==> src/rtl/instr_ctrl.sv <==
// -----------------------------------------------------------------------------
// instr_ctrl
//   Instruction register plus sequencing FSM for a small load/store-free CPU
//   datapath. An instruction word is captured while idle, decoded, and the
//   datapath is walked through read / execute / write-back steps with one
//   control strobe set per state.
//
// Ports
//   clk       in   1   rising-edge clock
//   reset     in   1   synchronous, active-high reset
//   in        in  16   instruction word
//   load      in   1   IR capture strobe (honoured only while waiting)
//   s         in   1   start strobe (honoured only while waiting)
//   w         out  1   high only while waiting
//   readnum   out  3   register file read index
//   writenum  out  3   register file write index
//   write     out  1   register file write enable
//   vsel      out  1   write-back source: 1 = datapath_in, 0 = C
//   loada/b/c out  1   A / B / C register load enables
//   loads     out  1   status register load enable
//   asel      out  1   A operand select: 1 = zero
//   bsel      out  1   B operand select: 0 = shifted B
//   ALUop     out  2   00 add, 01 sub, 10 and, 11 not-B
//   shift     out  2   shifter code
//   sximm8    out 16   sign-extended IR[7:0]
//
// Instruction fields
//   [15:13] opcode  [12:11] op  [10:8] Rn  [7:5] Rd  [4:3] sh  [2:0] Rm
//
// State table
//   state        | meaning
//   S_WAIT       | idle, IR may be loaded, waits for s
//   S_DECODE     | classify IR, no strobes
//   S_GET_A      | read Rn into A
//   S_GET_B      | read Rm into B
//   S_EXEC       | ALU/shift into C (status for CMP)
//   S_WRITE      | write C back to Rd
//   S_WRITE_IMM  | write sximm8 to Rn
// -----------------------------------------------------------------------------
module instr_ctrl (
   input  logic        clk,
   input  logic        reset,
   input  logic [15:0] in,
   input  logic        load,
   input  logic        s,
   output logic        w,
   output logic [2:0]  readnum,
   output logic [2:0]  writenum,
   output logic        write,
   output logic        vsel,
   output logic        loada,
   output logic        loadb,
   output logic        loadc,
   output logic        loads,
   output logic        asel,
   output logic        bsel,
   output logic [1:0]  ALUop,
   output logic [1:0]  shift,
   output logic [15:0] sximm8
);

   typedef enum logic [2:0] {
      S_WAIT      = 3'd0,
      S_DECODE    = 3'd1,
      S_GET_A     = 3'd2,
      S_GET_B     = 3'd3,
      S_EXEC      = 3'd4,
      S_WRITE     = 3'd5,
      S_WRITE_IMM = 3'd6
   } state_t;

   state_t      r_state;
   logic [15:0] r_ir;

   state_t      w_state_nxt;
   logic [15:0] w_ir_nxt;

   // classification of the current IR (used for DECODE / EXEC branching)
   logic        w_cur_mov_imm;
   logic        w_cur_mov_reg;
   logic        w_cur_mvn;
   logic        w_cur_alu;
   logic        w_cur_cmp;

   // classification of the IR that will be held next cycle (for outputs)
   logic [2:0]  w_nxt_opcode;
   logic [1:0]  w_nxt_op;
   logic        w_nxt_mov_reg;
   logic        w_nxt_mvn;
   logic        w_nxt_cmp;

   // next-cycle output values
   logic        w_w_nxt;
   logic [2:0]  w_readnum_nxt;
   logic [2:0]  w_writenum_nxt;
   logic        w_write_nxt;
   logic        w_vsel_nxt;
   logic        w_loada_nxt;
   logic        w_loadb_nxt;
   logic        w_loadc_nxt;
   logic        w_loads_nxt;
   logic        w_asel_nxt;
   logic        w_bsel_nxt;
   logic [1:0]  w_aluop_nxt;
   logic [1:0]  w_shift_nxt;

   assign w_cur_mov_imm = (r_ir[15:13] == 3'b110) && (r_ir[12:11] == 2'b10);
   assign w_cur_mov_reg = (r_ir[15:13] == 3'b110) && (r_ir[12:11] == 2'b00);
   assign w_cur_mvn     = (r_ir[15:13] == 3'b101) && (r_ir[12:11] == 2'b11);
   assign w_cur_alu     = (r_ir[15:13] == 3'b101) && (r_ir[12:11] != 2'b11);
   assign w_cur_cmp     = (r_ir[15:13] == 3'b101) && (r_ir[12:11] == 2'b01);

   // IR can only change while idle, so a load/start in the same WAIT cycle
   // hands the fresh word straight to DECODE.
   assign w_ir_nxt = ((r_state == S_WAIT) && load) ? in : r_ir;

   always_comb begin
      w_state_nxt = S_WAIT;
      unique case (r_state)
         S_WAIT:      w_state_nxt = s ? S_DECODE : S_WAIT;
         S_DECODE: begin
            if (w_cur_mov_imm)                   w_state_nxt = S_WRITE_IMM;
            else if (w_cur_mov_reg || w_cur_mvn) w_state_nxt = S_GET_B;
            else if (w_cur_alu)                  w_state_nxt = S_GET_A;
            else                                 w_state_nxt = S_WAIT;
         end
         S_GET_A:     w_state_nxt = S_GET_B;
         S_GET_B:     w_state_nxt = S_EXEC;
         S_EXEC:      w_state_nxt = w_cur_cmp ? S_WAIT : S_WRITE;
         S_WRITE:     w_state_nxt = S_WAIT;
         S_WRITE_IMM: w_state_nxt = S_WAIT;
         default:     w_state_nxt = S_WAIT;
      endcase
   end

   assign w_nxt_opcode  = w_ir_nxt[15:13];
   assign w_nxt_op      = w_ir_nxt[12:11];
   assign w_nxt_mov_reg = (w_nxt_opcode == 3'b110) && (w_nxt_op == 2'b00);
   assign w_nxt_mvn     = (w_nxt_opcode == 3'b101) && (w_nxt_op == 2'b11);
   assign w_nxt_cmp     = (w_nxt_opcode == 3'b101) && (w_nxt_op == 2'b01);

   // Outputs are decoded from the state/IR pair that will be registered, so
   // the output flops always agree with the state flops (pure Moore timing).
   always_comb begin
      w_w_nxt        = 1'b0;
      w_readnum_nxt  = 3'd0;
      w_writenum_nxt = 3'd0;
      w_write_nxt    = 1'b0;
      w_vsel_nxt     = 1'b0;
      w_loada_nxt    = 1'b0;
      w_loadb_nxt    = 1'b0;
      w_loadc_nxt    = 1'b0;
      w_loads_nxt    = 1'b0;
      w_asel_nxt     = 1'b0;
      w_bsel_nxt     = 1'b0;
      w_aluop_nxt    = 2'b00;
      w_shift_nxt    = 2'b00;
      unique case (w_state_nxt)
         S_WAIT:   w_w_nxt = 1'b1;
         S_DECODE: ;
         S_GET_A: begin
            w_readnum_nxt = w_ir_nxt[10:8];
            w_loada_nxt   = 1'b1;
         end
         S_GET_B: begin
            w_readnum_nxt = w_ir_nxt[2:0];
            w_loadb_nxt   = 1'b1;
         end
         S_EXEC: begin
            w_shift_nxt = w_ir_nxt[4:3];
            w_loadc_nxt = 1'b1;
            w_asel_nxt  = w_nxt_mov_reg || w_nxt_mvn;
            // MOV reg is 0 + shifted B, i.e. an add
            w_aluop_nxt = w_nxt_mov_reg ? 2'b00 : w_nxt_op;
            w_loads_nxt = w_nxt_cmp;
         end
         S_WRITE: begin
            w_writenum_nxt = w_ir_nxt[7:5];
            w_write_nxt    = 1'b1;
         end
         S_WRITE_IMM: begin
            w_writenum_nxt = w_ir_nxt[10:8];
            w_vsel_nxt     = 1'b1;
            w_write_nxt    = 1'b1;
         end
         default: ;
      endcase
   end

   always_ff @(posedge clk) begin
      if (reset) begin
         r_state  <= S_WAIT;
         r_ir     <= 16'h0000;
         w        <= 1'b1;
         readnum  <= 3'd0;
         writenum <= 3'd0;
         write    <= 1'b0;
         vsel     <= 1'b0;
         loada    <= 1'b0;
         loadb    <= 1'b0;
         loadc    <= 1'b0;
         loads    <= 1'b0;
         asel     <= 1'b0;
         bsel     <= 1'b0;
         ALUop    <= 2'b00;
         shift    <= 2'b00;
      end else begin
         r_state  <= w_state_nxt;
         r_ir     <= w_ir_nxt;
         w        <= w_w_nxt;
         readnum  <= w_readnum_nxt;
         writenum <= w_writenum_nxt;
         write    <= w_write_nxt;
         vsel     <= w_vsel_nxt;
         loada    <= w_loada_nxt;
         loadb    <= w_loadb_nxt;
         loadc    <= w_loadc_nxt;
         loads    <= w_loads_nxt;
         asel     <= w_asel_nxt;
         bsel     <= w_bsel_nxt;
         ALUop    <= w_aluop_nxt;
         shift    <= w_shift_nxt;
      end
   end

   assign sximm8 = {{8{r_ir[7]}}, r_ir[7:0]};

endmodule

==> config.mk <==
export PLATFORM = sky130hd
export DESIGN_NAME = instr_ctrl
export DESIGN_NICKNAME = d
export VERILOG_FILES = /design/src/rtl/instr_ctrl.sv
export SDC_FILE = /design/constraint.sdc
export NUM_CORES = 1
export LEC_CHECK = 0
export CORE_MARGIN = 2
export CORE_UTILIZATION = 40
export DETAILED_ROUTE_END_ITERATION = 8
export PLACE_DENSITY = 0.72
export SLEW_MARGIN = 20
export SYNTH_ARGS = -nofsm -noshare
export SYNTH_HDL_FRONTEND = slang
export SYNTH_SLANG_ARGS = --single-unit
==> constraint.sdc <==
create_clock -name clk -period 2.4 [get_ports clk]
set_clock_uncertainty 0.15 [all_clocks]
set_input_delay 0.48 -clock clk [delete_from_list [all_inputs] [get_ports clk]]
set_output_delay 0.48 -clock clk [all_outputs]
set_load 0.02 [all_outputs]
==> flow_metrics.py <==
metrics = {
    "die": {
        "dieArea_mm2": 0.00451,
        "die_h_um": 67.1,
        "rows": 22,
        "core_area_mm2": 0.00374,
        "die_x_um": 67.1,
        "io_pins": 55,
        "initial_core_util_pct": 42.6,
    },
    "route": {
        "viasPerCell": 4.87,
        "antenna_left": 0,
        "drt_pre_antenna_iters": 4,
        "wirelength_mm": 3.41,
        "drc_errors": 0,
        "wire_per_inst_um": 13.0,
        "vias": 1280,
        "drtIter0Drc": 60,
    },
    "cts": {
        "cts_made_buffers": 5,
        "cts_sinks": 37,
        "clk_path_buf_depth": 2,
        "ctsRootBufferMaster": "clkbuf_8",
        "cts_tree": "yes",
        "cts_resized": 0,
        "clkLatencyLatePin_ps": 290,
        "cts_setup_buffers": 0,
        "htree_levels": 2,
        "cts_hold_buffers": 0,
        "clk_pin_slew_worst_paths_ps": 80,
    },
    "global_route": {
        "grt_max_degree": 15,
        "grt_pass1_wl_mm": 5.34,
        "grt_pass1_vias": 1215,
        "overflow": 0,
        "antenna_found_initial": 0,
        "grt_use_total_pct": 16.1,
    },
    "worst_setup_path": {
        "worstSetupStartpointType": "register",
        "crit_arrival_ps": 1410,
        "slowest_stage": "clkdlybuf4s50_1",
        "critPathCaptureType": "primary output",
        "r2r_start": "r_state[1]$_SDFF_PP0_",
        "critPathMaxFanout": 10,
        "cp_top_family": "buffers and inverters",
        "crit_type": "reg -> out",
        "crit_path_max_incr_delay_ps": 660,
        "startpoint": "r_ir[7]$_SDFF_PP0_",
        "cp_data_required_time_ps": 1770,
        "worstPathBufferInverterCount": 1,
        "crit_chain": "clkdlybuf4s50_1",
    },
    "placed_design": {
        "portBuffers": 53,
        "hpwl_mm": 2.47,
        "placed_cells": 255,
        "place.gp.congestion": 0.815,
    },
    "logic_synthesis": {
        "synthesis.area_mm2": 0.00159,
        "seq_area_frac_synth_pct": 46.5,
        "ys_ff_latch": 37,
        "synth_edf_count": 0,
        "syn_area_per_cell_um2": 9.16,
        "synth_cells": 174,
        "synth_cell_types": 41,
        "synth-main-ff-cell": "dfxtp_1",
        "ys_warn_count": 0,
        "syn_nets": 194,
        "synthArstFlopShare_pct": 0,
    },
    "layout": {
        "drive_gt1_share_pct": 11.2,
        "areaGrowthSynthToFinish_pct": 34.1,
        "antennaDiodeCount": 0,
        "final_util_pct": 57.1,
        "final_cells": 263,
        "nets": 234,
    },
    "timing": {
        "period_minus_slack_ps": 2040,
        "finalSetupTns_ps": 0,
        "drv_slew": 0,
        "max_freq_mhz": 491,
        "finalCritPeriodShare_pct": 84.9,
        "rsz0062_at_grt": "false",
        "setup_viol": 0,
        "hold_violations": 0,
    },
    "status": {
        "status": "finished clean",
    },
    "hold_path": {
        "min_from": "r_ir[8]$_SDFF_PP0_",
        "hp-class": "reg -> reg",
    },
    "power": {
        "vdd_drop_max_v": 0.000389,
        "pwr_density_cell_mw_per_mm2": 645,
        "leakagePower_nw": 0.810,
    },
    "flow_run": {
        "cap_violations": 0,
    },
}
## kinds of logic after synthesis
logic type             after synthesis  synth area share (%)
AOI/OAI and AO/OA                   32                  13.0
buffers and inverters               30                  14.2
DFF                                 37                  46.5
muxes                                6                  3.77
other                                1                 0.235
and+or+nand+nor                     68                  22.4
## sequential cells by signal (all words and copies together) (netlist names)
| name | flops |
|---|---|
| asel | 1 |
| loadb | 1 |
| writenum | 3 |
| loads | 1 |
| loadc | 1 |
| readnum | 3 |
| loada | 1 |
| w | 1 |
| r_ir | 16 |
| shift | 2 |
| r_state | 3 |
| write | 1 |
| vsel | 1 |
| ALUop | 2 |
## per-stage QoR
| stage | power [mW] | setup slack [ps] | hold WS, ps | instance area (µm²) |
|---|---|---|---|---|
| floorplan | 0.785 | 659 | 291 | 1590 |
| global placement | 0.838 | 203 | 298 | 2020 |
| detailed placement | 0.840 | 159 | 310 | 2020 |
| CTS | 1.40 | 323 | 322 | 2140 |
| global route | 1.44 | 273 | 349 | 2140 |
| finish | 1.38 | 361 | 321 | 2140 |
## cell usage after synthesis (all sizes together) (2+ instances only)
master	n	area, µm²
a21oi	13	83.8
clkbuf	2	11.3
o21ai	11	58.8
nor4b	2	32.5
nand2	31	119
nor2	16	60.1
nand4b	2	17.5
buf	24	200
nor3b	2	15.0
mux2i	6	60.1
dfxtp	37	741
nand3	2	10.0
inv	4	15.0
o41ai	2	17.5
nor2b	3	18.8
## per-layer routing
| layer | vias up | global-route usage, % | share of wire, % |
|---|---|---|---|
| li1 | 645 | - | - |
| met1 | 574 | 18.8 | 44 |
| met2 | 54 | 26.0 | 46 |
| met3 | 7 | 5.41 | 8.4 |
| met4 | 0 | 8.67 | 1.8 |
| met5 | - | 0 | 0 |
## area by class of cell
| cell class | count | area [µm²] |
|---|---|---|
| clock buffer | 6 | 82.6 |
| clock inverter | 2 | 37.5 |
| fill | 347 | 1610 |
| inverter | 4 | 15.0 |
| multi-input combinational | 107 | 627 |
| sequential | 37 | 741 |
| tap | 48 | 60.1 |
| timing repair buffer | 59 | 576 |
## cells in the final DEF, fill, tap and decap left out, types with 2 or more instances in the layout
master           synthesis  routed
nor3b_1                  2       2
dfxtp_1                 37      37
o21ai_0                  6       6
o41ai_1                  2       2
nand2_1                 30      30
clkdlybuf4s50_1          0      53
clkbuf_8                 0       6
nor2b_1                  3       3
a21oi_2                  5       5
nand4b_1                 2       2
inv_1                    4       4
o21ai_1                  4       4
a21oi_1                  8       8
mux2i_1                  6       6
buf_4                   18       6
nand3_1                  2       2
nor2_1                  16      16
## power by group
part           leakage (nW)  switching [mW]  internal [mW]
logic                 0.452          0.0843         0.0915
clock network        0.0574           0.217          0.338
registers             0.301          0.0163          0.633
## worst paths after layout
check                                             end  slack (ps)  cells past startpoint
worst max register to register  readnum[2]$_SDFF_PP0_         580                      3
worst min register to register     r_ir[8]$_SDFF_PP0_         320                      2
worst max-delay path                       sximm8[14]         360                      1
worst min-delay path               r_ir[8]$_SDFF_PP0_         320                      2
Power figures use the tool's default switching activity.
